<file path="config.mk">
export PLATFORM = sky130hd
export DESIGN_NAME = stopwatch_ctrl
export DESIGN_NICKNAME = d
export VERILOG_FILES = /design/src/rtl/stopwatch_ctrl.sv
export SDC_FILE = /design/constraint.sdc
export NUM_CORES = 1
export LEC_CHECK = 0
export BUFFER_PORTS_ARGS = -buffer_cell sky130_fd_sc_hd__buf_2
export CORE_MARGIN = 4
export CORE_UTILIZATION = 46
export CTS_BUF_LIST = sky130_fd_sc_hd__clkbuf_8 sky130_fd_sc_hd__clkbuf_16
export DETAILED_ROUTE_END_ITERATION = 8
export PLACE_DENSITY = 0.66
export SYNTH_ARGS = -nofsm -noshare
export SYNTH_HDL_FRONTEND = slang
export SYNTH_SLANG_ARGS = --single-unit
</file>
<file path="constraint.sdc">
create_clock -name clk -period 2.4 [get_ports clk]
set_input_delay 0.48 -clock clk [delete_from_list [all_inputs] [get_ports clk]]
set_output_delay 0.48 -clock clk [all_outputs]
set_load 0.01 [all_outputs]
</file>
<file path="src/rtl/stopwatch_ctrl.sv">
// Stopwatch front-panel controller: button conditioning plus the
// IDLE/RUN/PAUSE/LAP mode machine that commands the stopwatch core.

module stopwatch_ctrl_debounce #(
    parameter int DEBOUNCE_CYCLES = 120000
) (
    input  logic clk,
    input  logic rst,
    input  logic btn_i,
    output logic evt_o
);

    localparam int CW =
        (DEBOUNCE_CYCLES > 1) ? $clog2(DEBOUNCE_CYCLES) : 1;
    localparam logic [CW-1:0] CNT_LAST = CW'(DEBOUNCE_CYCLES - 1);

    logic          sync1_q;
    logic          sync2_q;
    logic          db_q;
    logic          db_d;
    logic          db_dly_q;
    logic [CW-1:0] cnt_q;
    logic [CW-1:0] cnt_d;

    // Accept the synchronized level once it has disagreed for the full window
    always_comb begin
        cnt_d = '0;
        db_d  = db_q;
        if (sync2_q != db_q) begin
            if (cnt_q == CNT_LAST) begin
                db_d = sync2_q;
            end else begin
                cnt_d = cnt_q + 1'b1;
            end
        end
    end

    // Synchronizer, debounce state and edge-detect delay
    always_ff @(posedge clk) begin
        if (rst) begin
            sync1_q  <= 1'b0;
            sync2_q  <= 1'b0;
            db_q     <= 1'b0;
            db_dly_q <= 1'b0;
            cnt_q    <= '0;
        end else begin
            sync1_q  <= btn_i;
            sync2_q  <= sync1_q;
            db_q     <= db_d;
            db_dly_q <= db_q;
            cnt_q    <= cnt_d;
        end
    end

    assign evt_o = db_q & ~db_dly_q;

endmodule

module stopwatch_ctrl #(
    parameter int DEBOUNCE_CYCLES = 120000
) (
    input  logic       clk,
    input  logic       rst,
    input  logic       btn_ss,
    input  logic       btn_lr,
    input  logic [5:0] sec_in,
    input  logic [5:0] min_in,
    output logic       sw_start,
    output logic       sw_stop,
    output logic       sw_clear,
    output logic [5:0] disp_sec,
    output logic [5:0] disp_min,
    output logic [1:0] state,
    output logic       lap_active
);

    localparam logic [1:0] ST_IDLE  = 2'd0;
    localparam logic [1:0] ST_RUN   = 2'd1;
    localparam logic [1:0] ST_PAUSE = 2'd2;
    localparam logic [1:0] ST_LAP   = 2'd3;

    logic       ss_evt;
    logic       lr_evt;

    logic [1:0] state_q;
    logic [1:0] state_d;
    logic       start_q;
    logic       start_d;
    logic       stop_q;
    logic       stop_d;
    logic       clear_q;
    logic       clear_d;
    logic       lap_load;
    logic [5:0] lap_sec_q;
    logic [5:0] lap_min_q;
    logic [5:0] disp_sec_q;
    logic [5:0] disp_sec_d;
    logic [5:0] disp_min_q;
    logic [5:0] disp_min_d;

    stopwatch_ctrl_debounce #(
        .DEBOUNCE_CYCLES(DEBOUNCE_CYCLES)
    ) u_db_ss (
        .clk   (clk),
        .rst   (rst),
        .btn_i (btn_ss),
        .evt_o (ss_evt)
    );

    stopwatch_ctrl_debounce #(
        .DEBOUNCE_CYCLES(DEBOUNCE_CYCLES)
    ) u_db_lr (
        .clk   (clk),
        .rst   (rst),
        .btn_i (btn_lr),
        .evt_o (lr_evt)
    );

    // Mode transitions; start/stop outranks lap/reset in a tie
    always_comb begin
        state_d  = state_q;
        start_d  = 1'b0;
        stop_d   = 1'b0;
        clear_d  = 1'b0;
        lap_load = 1'b0;
        unique case (state_q)
            ST_IDLE: begin
                if (ss_evt) begin
                    state_d = ST_RUN;
                    start_d = 1'b1;
                end else if (lr_evt) begin
                    clear_d = 1'b1;
                end
            end
            ST_RUN: begin
                if (ss_evt) begin
                    state_d = ST_PAUSE;
                    stop_d  = 1'b1;
                end else if (lr_evt) begin
                    state_d  = ST_LAP;
                    lap_load = 1'b1;
                end
            end
            ST_LAP: begin
                if (ss_evt) begin
                    state_d = ST_PAUSE;
                    stop_d  = 1'b1;
                end else if (lr_evt) begin
                    state_d = ST_RUN;
                end
            end
            ST_PAUSE: begin
                if (ss_evt) begin
                    state_d = ST_RUN;
                    start_d = 1'b1;
                end else if (lr_evt) begin
                    state_d = ST_IDLE;
                    clear_d = 1'b1;
                end
            end
            default: begin
                state_d = ST_IDLE;
            end
        endcase
    end

    // Display shows the frozen lap time while in LAP, else the live count
    always_comb begin
        disp_sec_d = sec_in;
        disp_min_d = min_in;
        if (state_q == ST_LAP) begin
            disp_sec_d = lap_sec_q;
            disp_min_d = lap_min_q;
        end
    end

    // Mode, command pulses, lap capture and display registers
    always_ff @(posedge clk) begin
        if (rst) begin
            state_q    <= ST_IDLE;
            start_q    <= 1'b0;
            stop_q     <= 1'b0;
            clear_q    <= 1'b0;
            lap_sec_q  <= '0;
            lap_min_q  <= '0;
            disp_sec_q <= '0;
            disp_min_q <= '0;
        end else begin
            state_q    <= state_d;
            start_q    <= start_d;
            stop_q     <= stop_d;
            clear_q    <= clear_d;
            disp_sec_q <= disp_sec_d;
            disp_min_q <= disp_min_d;
            if (lap_load) begin
                lap_sec_q <= sec_in;
                lap_min_q <= min_in;
            end
        end
    end

    assign sw_start   = start_q;
    assign sw_stop    = stop_q;
    assign sw_clear   = clear_q;
    assign disp_sec   = disp_sec_q;
    assign disp_min   = disp_min_q;
    assign state      = state_q;
    assign lap_active = (state_q == ST_LAP);

endmodule
</file>
==> impl_metrics.toml, run 1 <==
[outcome]
status = "complete, no violations"

[clock_tree]
clock_latency_ns = 0.34
cts_buffers = 9
post-cts-setup-buffer-count = 0
cts_root_buf = "clkbuf_8"
clk_pin_slew_ns = 0.07
clock_path_buffers = 2
ctsHoldBuffers = 0
htree_levels = 3
clock-sinks = 71
cts_tree = "yes"
cts-resized-gates = 0

[timing]
max_freq_mhz = 536
finalCriticalPeriod_ns = 1.87
post-route-period-util_pct = 77.8
maxSlewViolCount = 0
worst_slack_ns = 0.533
setup_viol = 0
setup_tns_ns = 0
holdWs_ns = 0.371
rsz0062_at_grt = "false"
max_slew_margin_pct = 70.9
max_slew.worst_pin.slew_ns = 0.435
final_hold_viol_count = 0
skew_ns = 0.0109

[placement]
place_inst = 405
place.gp.congestion = 0.766
pre_cts_slack_ns = 0.523
place_hpwl_um = 3410
io_buffer_count = 33
placed_area_um2 = 3000

[die]
dieHeight_um = 85.4
ioPinCount = 34
fp.coreArea_um2 = 5640
dieArea_um2 = 7290
row_count = 27
initial_core_util_pct = 48.8
chipWidth_um = 85.4

[min_path]
hold_depth = 2
hold_end = "u_db_lr.sync1_q$_SDFF_PP0_"
worstHoldStart = "btn_lr"
hold_class = "in2reg"

[logic_synthesis]
ys_ff_latch = 71
synthDominantAreaCellType = "dfxtp_1"
synth_cells = 304
yosys-top-cells-area = "dfxtp_1 52%, xnor2_1 8.3%, nor2_1 7.2%"
yosysWarningCount = 0
ys_seq_area_share_pct = 51.6
synth_top_area_share_pct = 51.6
syn-num-nets = 322
synth.avg_cell_area_um2 = 9.06
yosys.cell_types.count = 29
syn_area_um2 = 2750

[grt]
grt_util_all_layers_pct = 15.0
grt_pass1_vias = 2031
antenna_found_initial = 0
use_met3_pct = 3.59
met2_usage_pct = 23.8
gr-total-overflow = 0
grt_use_met1_pct = 19.2
grt_max_degree = 31
grt_pass1_wl_um = 8960
busiest_layer = "met2"

[power_and_ir_drop]
power.share.switching_pct = 20.6
irDropWorstVdd_v = 0.000388
pwr-share-clk_pct = 45.3
combPwrFrac_pct = 2.8
seqPwrFrac_pct = 52.0
p_per_area_nw_per_um2 = 714
p_leak_nw = 1.24
switching_power_mw = 0.474
power_mw = 2.30
p_int_mw = 1.83

[worst_setup_path]
reg2reg_depth = 4
worstPathCellList = "or4b_1 > or3_4 > o21ai_4 > nor2_1"
rr_startpoint = "u_db_ss.cnt_q[6]$_SDFF_PP0_"
critPathLaunchType = "flop"
regToRegEndpoint = "u_db_ss.cnt_q[7]$_SDFF_PP0_"
critPathKind = "reg2reg"
critPathSlowestCell = "or4b_1"
cp_data_arrival_time_ns = 2.08
cp-end-kind = "flop"
reg2reg_setup_slack_ns = 0.53
cp_data_required_time_ns = 2.61
max_stage_delay_ns = 0.52
cp_max_fo = 17

[route]
first_pass_iters = 4
postRouteAntennaNets = 0
wl_um = 5030
num_vias = 2091
first_iter_violations = 105
drt-vias-per-instance = 4.97
drc = 0
wl_per_cell_um = 12.0

[final_layout]
stdcell_count = 421
final_layout_size_suffix_gt1_share_pct = 15.8
layout.nets = 362
stdcell_area_um2 = 3230
area_growth_pct = 17.1
final_core_util_pct = 57.2
antenna_cells = 0

[job]
drv_cap = 0
==> power by group through the flow <==
stage	clock network [mW]	registers, mW	logic (mW)
3_5_place_dp	0	1.22	0.0642
3_3_place_gp	0	1.22	0.0632
2_1_floorplan	0	1.23	0.0269
5_1_grt	1.12	1.20	0.0701
6_report	1.04	1.20	0.0635
4_1_cts	1.07	1.20	0.0646
==> state kept, by name (all words and copies together), names as in the netlist, 2 cells and up <==
name / cells
u_db_lr.cnt_q: 17
u_db_ss.cnt_q: 17
disp_min: 6
disp_sec: 6
lap_min_q: 6
lap_sec_q: 6
state: 2
==> final cells by class <==
cell class | instances | area [µm²]
Timing Repair Buffer | 38 | 203
Clock buffer | 10 | 138
Clock inverter | 6 | 85.1
Fill cell | 505 | 2420
Inverter | 10 | 37.5
Multi-Input combinational cell | 214 | 1250
Sequential cell | 71 | 1420
Tap cell | 72 | 90.1
==> cell usage in the layout (no fill, tap or decap), drive strengths merged <==
| cell | instances |
|---|---|
| nand2 | 33 |
| clkinv | 2 |
| clkinvlp | 1 |
| nor3b | 2 |
| nand2b | 2 |
| and4 | 1 |
| or4b | 1 |
| inv | 11 |
| or3 | 1 |
| o41ai | 2 |
| mux2i | 12 |
| a21oi | 13 |
| and4b | 1 |
| nor2b | 6 |
| nand3 | 15 |
| nor2 | 53 |
| bufinv | 2 |
| nor4 | 11 |
| xnor2 | 26 |
| nand4 | 10 |
| o21ai | 5 |
| dfxtp | 71 |
| ha | 2 |
| nor4bb | 1 |
| nor4b | 1 |
| xor2 | 7 |
| nor3 | 9 |
| buf | 38 |
| clkbuf | 10 |
==> logic make-up after synthesis <==
family	Yosys count	synth area share, %
and+or+nand+nor	147	25.4
adders and majority gates	2	0.909
AOI/OAI and AO/OA	20	4.32
DFF	71	51.6
muxes	12	4.36
xor gates and xnor gates	33	10.5
buffers and inverters	19	2.95
==> layer usage <==
layer / vias to the layer above / wire length [µm]
li1: 1104 / -
met5: - / 0
met4: 0 / 93
met3: 7 / 167
met2: 26 / 2290
met1: 954 / 2480
==> synth_stat cells <==
| cell | number |
|---|---|
| nor3_1 | 9 |
| o41ai_1 | 2 |
| nand2_1 | 33 |
| o21ai_1 | 1 |
| xnor2_1 | 26 |
| a21oi_1 | 13 |
| nand4_1 | 10 |
| nor4_1 | 11 |
| nor4b_1 | 1 |
| nor3b_1 | 2 |
| or3_4 | 1 |
| and4b_1 | 1 |
| clkbuf_1 | 6 |
| mux2i_1 | 12 |
| dfxtp_1 | 71 |
| and4_1 | 1 |
| buf_2 | 2 |
| ha_1 | 2 |
| nor2_1 | 53 |
| buf_6 | 1 |
| xor2_1 | 7 |
| nand3_1 | 15 |
| or4b_1 | 1 |
| o21ai_4 | 1 |
| nor2b_1 | 6 |
| nor4bb_1 | 1 |
| o21ai_0 | 3 |
| nand2b_1 | 2 |
| inv_1 | 10 |
==> worst max-delay path by stage <==
stage | from | to | slack [ns] | depth (start not counted)
after global placement | u_db_ss.cnt_q[6]$_SDFF_PP0_ | u_db_ss.cnt_q[5]$_SDFF_PP0_ | 0.55 | 4
after floorplan | u_db_ss.cnt_q[6]$_SDFF_PP0_ | u_db_ss.cnt_q[16]$_SDFF_PP0_ | 0.67 | 5
final | u_db_ss.cnt_q[6]$_SDFF_PP0_ | u_db_ss.cnt_q[7]$_SDFF_PP0_ | 0.53 | 4
after global routing | u_db_ss.cnt_q[6]$_SDFF_PP0_ | u_db_ss.cnt_q[13]$_SDFF_PP0_ | 0.40 | 4
after detailed placement | u_db_ss.cnt_q[6]$_SDFF_PP0_ | u_db_ss.cnt_q[7]$_SDFF_PP0_ | 0.52 | 4
after CTS | u_db_ss.cnt_q[6]$_SDFF_PP0_ | u_db_ss.cnt_q[7]$_SDFF_PP0_ | 0.52 | 4
==> worst max-delay path, delay by kind of cell, from the launching register on <==
family	cells	cell delay (ns)
AND/OR/NAND/NOR	3	1.04
AO/OA/AOI/OAI	1	0.38
flip-flops	1	0.33
Note: power is estimated with default switching activity, not from simulation.
==> run 2: changes to the inputs <==
ABC_AREA = 1   (was unset)
PLACE_DENSITY = 0.65   (was 0.66)
clock period = 1.9 ns   (was 2.4 ns; I/O delays follow)
==> run 2 against run 1 <==
Net effect: register-to-register slack got worse by 0.06 ns; synthesized cell count increased by 38%; design area increased by 7.1%; sequential share of layout area decreased by 2.9 points; clock skew decreased by 0.0045 ns; global-route usage increased by 2.8 points; sequential cell count unchanged; setup slack got worse by 0.10 ns; total power increased by 21%; utilization decreased by 3.1 points; die area increased by 9.4%; final cell count increased by 28%; highest routed layer unchanged.
==> impl_metrics.toml, run 2 <==
[outcome]
status = "complete, no violations"

[power_and_ir_drop]
irDropWorstVdd_v = 0.000488
p_leak_nw = 1.26
power_mw = 2.79
p_per_area_nw_per_um2 = 806

[placement]
place_inst = 523
io_buffer_count = 33
pre_cts_slack_ns = 0.474
placed_area_um2 = 3260
place.gp.congestion = 0.819
place_hpwl_um = 4350

[timing]
worst_slack_ns = 0.432
setup_viol = 0
max_slew.worst_pin.slew_ns = 0.321
skew_ns = 0.00635
max_slew_margin_pct = 78.5
post-route-period-util_pct = 77.3
final_hold_viol_count = 0
max_freq_mhz = 681
finalCriticalPeriod_ns = 1.47
rsz0062_at_grt = "false"
setup_tns_ns = 0
holdWs_ns = 0.244
maxSlewViolCount = 0

[logic_synthesis]
synth_flop_cell = "dfxtp_1"
synthAdderAreaFrac_pct = 0.823
yosys.cell_types.count = 30
synthArstFlopShare_pct = 0
yosysWarningCount = 0
synthDominantAreaCellType = "dfxtp_1"
yosys-top-cells-area = "dfxtp_1 47%, nor2_1 12%, nand2_1 10%"
syn_area_um2 = 3040
ys_ff_latch = 71
ys_seq_area_share_pct = 46.7
synth_top_area_share_pct = 46.7
synth_xor_xnor_area_share_pct = 3.74
synth_compound_area_share_pct = 9.22
synth_common_cells = "95 x nor2_1, 82 x nand2_1, 71 x dfxtp_1, 36 x inv_1, 32 x nand3_1"
synth_top_family_by_area = "simple AND/OR/NAND/NOR gates"
synth_edf_count = 0
syn-num-nets = 437
synth_most_common_cell = "nor2_1"
synth_cells = 419
synth.avg_cell_area_um2 = 7.26
synthMuxAreaShare_pct = 0
yosys.area_share.simple_pct = 31.9

[route]
first_pass_iters = 6
num_vias = 2634
wl_per_cell_um = 11.4
drc = 0
drt-vias-per-instance = 4.90
wl_um = 6160
first_iter_violations = 113
postRouteAntennaNets = 0

[job]
drv_cap = 0

[worst_setup_path]
cp_max_fo = 8
cp_data_required_time_ns = 1.52
worstPathCellList = "buf_4 > nand2_1 > inv_1 > buf_2"
reg2reg_depth = 6
rr_startpoint = "u_db_ss.cnt_q[0]$_SDFF_PP0_"
critPathSlowestCell = "dfxtp_1"
regToRegEndpoint = "u_db_ss.cnt_q[11]$_SDFF_PP0_"
max_stage_delay_ns = 0.33
critPathKind = "reg2out"
critPathLaunchType = "flop"
cp-end-kind = "output port"
reg2reg_setup_slack_ns = 0.47
path_delay_family = "buffers and inverters"
crit_buf_inv = 3
cp_data_arrival_time_ns = 1.09

[clock_tree]
clk_pin_slew_ns = 0.07
clock_path_buffers = 2
htree_levels = 3
clock_latency_ns = 0.34
cts_buffers = 9
clock-sinks = 71
ctsHoldBuffers = 0
cts_root_buf = "clkbuf_8"
cts_tree = "yes"
cts-resized-gates = 0
post-cts-setup-buffer-count = 0

[die]
chipWidth_um = 89.3
initial_core_util_pct = 47.6
fp.coreArea_um2 = 6390
ioPinCount = 34
row_count = 29
dieHeight_um = 89.3
dieArea_um2 = 7970

[final_layout]
antenna_cells = 0
final_core_util_pct = 54.1
layout_common_cells = "95 x nor2_1, 82 x nand2_1, 71 x dfxtp_1"
final_common_cell = "nor2_1"
ff_latch_area_um2 = 1420
final_layout_size_suffix_gt1_share_pct = 15.0
stdcell_count = 538
fill_cells = 604
layout.nets = 475
reg.largest.list = "u_db_lr.cnt_q (17), u_db_ss.cnt_q (17)"
multiInputGateArea_um2 = 1390
stdcell_area_um2 = 3450
area_growth_pct = 13.6

[min_path]
hold_end = "u_db_ss.sync1_q$_SDFF_PP0_"
hold_class = "in2reg"
hold_depth = 3
worstHoldStart = "btn_ss"

[grt]
antenna_found_initial = 0
gr-total-overflow = 0
grt_pass1_vias = 2480
grt_util_all_layers_pct = 17.8
grt_pass1_wl_um = 11200
grt_max_degree = 22
## run 2: power by group
group	switching, mW	leakage, nW	internal, mW	total, mW
Sequential	0.00505	0.576	1.51	1.51
Combinational	0.0537	0.593	0.0362	0.0898
Clock	0.550	0.0944	0.634	1.18
## run 2: layout make-up
cell class | count | area share, %
flip-flops and latches | 71 | 41.1
multi-input cells | 297 | 40.2
repair buffers | 38 | 5.87
inverters | 40 | 4.35
clock buffers | 10 | 3.98
well taps | 77 | 2.79
clock inverters | 5 | 1.70
## run 2: how the worst max path moves through the flow
stage,startpoint,endpoint,slack [ns],cells past startpoint
floorplan,state[0]$_SDFFE_PP0P_,lap_active,0.60,4
global placement,u_db_lr.db_q$_SDFFE_PP0P_,lap_sec_q[3]$_SDFFE_PP0P_,0.53,6
detailed placement,u_db_ss.cnt_q[0]$_SDFF_PP0_,u_db_ss.cnt_q[11]$_SDFF_PP0_,0.47,6
CTS,state[0]$_SDFFE_PP0P_,lap_active,0.40,4
global route,u_db_lr.cnt_q[0]$_SDFF_PP0_,u_db_lr.cnt_q[0]$_SDFF_PP0_,0.30,6
finish,state[0]$_SDFFE_PP0P_,lap_active,0.43,4
## run 2: layer usage
layer  routed length (µm)  share of wire, %  global-route usage, %
met1                 2990                49                   23.8
met2                 2760                45                   27.6
met3                  321               5.2                   5.25
met4                   89               1.4                   5.95
met5                    0                 0                      0
## run 2: kinds of logic (layout without fill, tap and decap cells)
kind of cell / after synthesis / in the layout
buffers and inverters: 51 / 93
XOR/XNOR: 13 / 13
adder cells (fa/ha/maj): 2 / 2
AND/OR/NAND/NOR: 228 / 228
flip-flops: 71 / 71
AO/OA/AOI/OAI: 54 / 54
## run 2: worst min-delay path: cells and delay by family
| family | cells | cell delay (ns) |
|---|---|---|
| AND/OR/NAND/NOR | 1 | 0.06 |
| buffers and inverters | 2 | 0.10 |
==> run 3: changes to the inputs <==
clock period = 1.5 ns   (was 1.9 ns; I/O delays follow)
==> run 3 against run 2 <==
Net effect: clock skew rose by 0.0045 ns; design area is 2.9% higher; sequential cell count is the same; hold slack got worse by 0.080 ns; global-route usage fell by 1.3 points; largest power group unchanged; combinational power grew 27%; die area did not move; via count grew 1.8%.
==> impl_metrics.toml, run 3 (same netlist as run 2, synthesis figures left out) <==
[grt]
antenna_found_initial = 0
grt_pass1_wl_um = 10500
gr-total-overflow = 0
grt_util_all_layers_pct = 16.5
grt_pass1_vias = 2416
grt_max_degree = 22

[die]
initial_core_util_pct = 47.6
chipWidth_um = 89.3
ioPinCount = 34
dieHeight_um = 89.3
dieArea_um2 = 7970
row_count = 29
fp.coreArea_um2 = 6390

[final_layout]
final_layout_size_suffix_gt1_share_pct = 16.7
layout_common_cells = "95 x nor2_1, 81 x nand2_1, 71 x dfxtp_1"
reg.largest.list = "u_db_lr.cnt_q (17), u_db_ss.cnt_q (17)"
fill_cells = 638
antenna_cells = 0
stdcell_count = 544
ff_latch_area_um2 = 1420
layout.nets = 480
area_growth_pct = 16.9
multiInputGateArea_um2 = 1400
final_common_cell = "nor2_1"

[clock_tree]
cts_buffers = 9
clock_latency_ns = 0.34
cts_tree = "yes"
clock_path_buffers = 2
cts_root_buf = "clkbuf_8"
ctsHoldBuffers = 0
clock-sinks = 71
htree_levels = 3
clk_pin_slew_ns = 0.08

[timing]
rsz0062_at_grt = "false"
skew_ns = 0.0108
post-route-period-util_pct = 93.9
worst_slack_ns = 0.0914
setup_viol = 0
finalCriticalPeriod_ns = 1.41
max_freq_mhz = 710
setup_tns_ns = 0
final_hold_viol_count = 0
holdWs_ns = 0.164
maxSlewViolCount = 0
max_slew.worst_pin.slew_ns = 0.299
max_slew_margin_pct = 80.0

[route]
first_pass_iters = 4
num_vias = 2681
wl_per_cell_um = 11.3
first_iter_violations = 86
wl_um = 6170
drc = 0
postRouteAntennaNets = 0
drt-vias-per-instance = 4.93

[worst_setup_path]
cp_data_required_time_ns = 1.20
cp-end-kind = "output port"
crit_start = "state[1]$_SDFFE_PP0P_"
rr_startpoint = "u_db_ss.cnt_q[0]$_SDFF_PP0_"
critPathKind = "reg2out"
cp_max_fo = 7
cp_data_arrival_time_ns = 1.11
critPathLaunchType = "flop"

[power_and_ir_drop]
pwr-share-clk_pct = 47.4
seqPwrFrac_pct = 49.6
irDropWorstVdd_v = 0.000629
power.share.switching_pct = 20.6
switching_power_mw = 0.795
p_int_mw = 3.06
combPwrFrac_pct = 3.0
p_per_area_nw_per_um2 = 1090
p_leak_nw = 1.32

[placement]
place.gp.congestion = 0.841
place_inst = 528
io_buffer_count = 33
pre_cts_slack_ns = 0.0628
place_hpwl_um = 4490

[job]
drv_cap = 0

[outcome]
status = "complete, no violations"

[min_path]
hold_class = "in2reg"
worstHoldStart = "btn_ss"
run 3: path summary, 6_finish.rpt:
path,slack [ns],endpoint,cells past startpoint
setup / recovery,0.09,lap_active,3
hold / removal,0.16,u_db_ss.sync1_q$_SDFF_PP0_,3
setup reg to reg,0.17,u_db_ss.cnt_q[12]$_SDFF_PP0_,6
hold reg to reg,0.41,u_db_lr.sync2_q$_SDFF_PP0_,2
run 3: routing by layer:
layer	routed length, µm	GRT usage, %
met5	0	0
met4	100	7.17
met3	262	3.41
met2	2860	26.4
met1	2940	21.5
run 3: critical path, stage by stage (launching register included):
cell     delay, ns
dfxtp_1       0.39
nand2_1       0.10
inv_2         0.13
buf_2         0.15
run 3: power groups by stage:
stage | logic [mW] | clock network (mW) | registers [mW]
6_report | 0.114 | 1.83 | 1.91
5_1_grt | 0.129 | 1.98 | 1.92
4_1_cts | 0.114 | 1.87 | 1.91
3_5_place_dp | 0.114 | 0 | 1.96
3_3_place_gp | 0.113 | 0 | 1.96
2_1_floorplan | 0.0505 | 0 | 1.97
run 3: per-stage QoR:
step           cell area, µm²  utilization, %  total power [mW]
2_1_floorplan            3040               -              2.02
3_3_place_gp             3300            51.6              2.07
3_5_place_dp             3300            51.6              2.07
4_1_cts                  3540            55.4              3.90
5_1_grt                  3550            55.6              4.02
6_report                 3550            55.6              3.86
run 3: layout make-up:
cell class,count,share of cell area (%)
flip-flops and latches,71,40.0
multi-input cells,297,39.4
repair buffers,43,6.76
inverters,40,4.23
clock buffers,9,3.49
clock inverters,7,3.42
well taps,77,2.71
run 3: repair_timing:
| item | 4_1_cts | 5_1_grt |
|---|---|---|
| hold endpoints to repair | 0 | 0 |
| setup buffers | 0 | 0 |
| resized for setup | 0 | 5 |
| setup endpoints to repair | 0 | 20 |
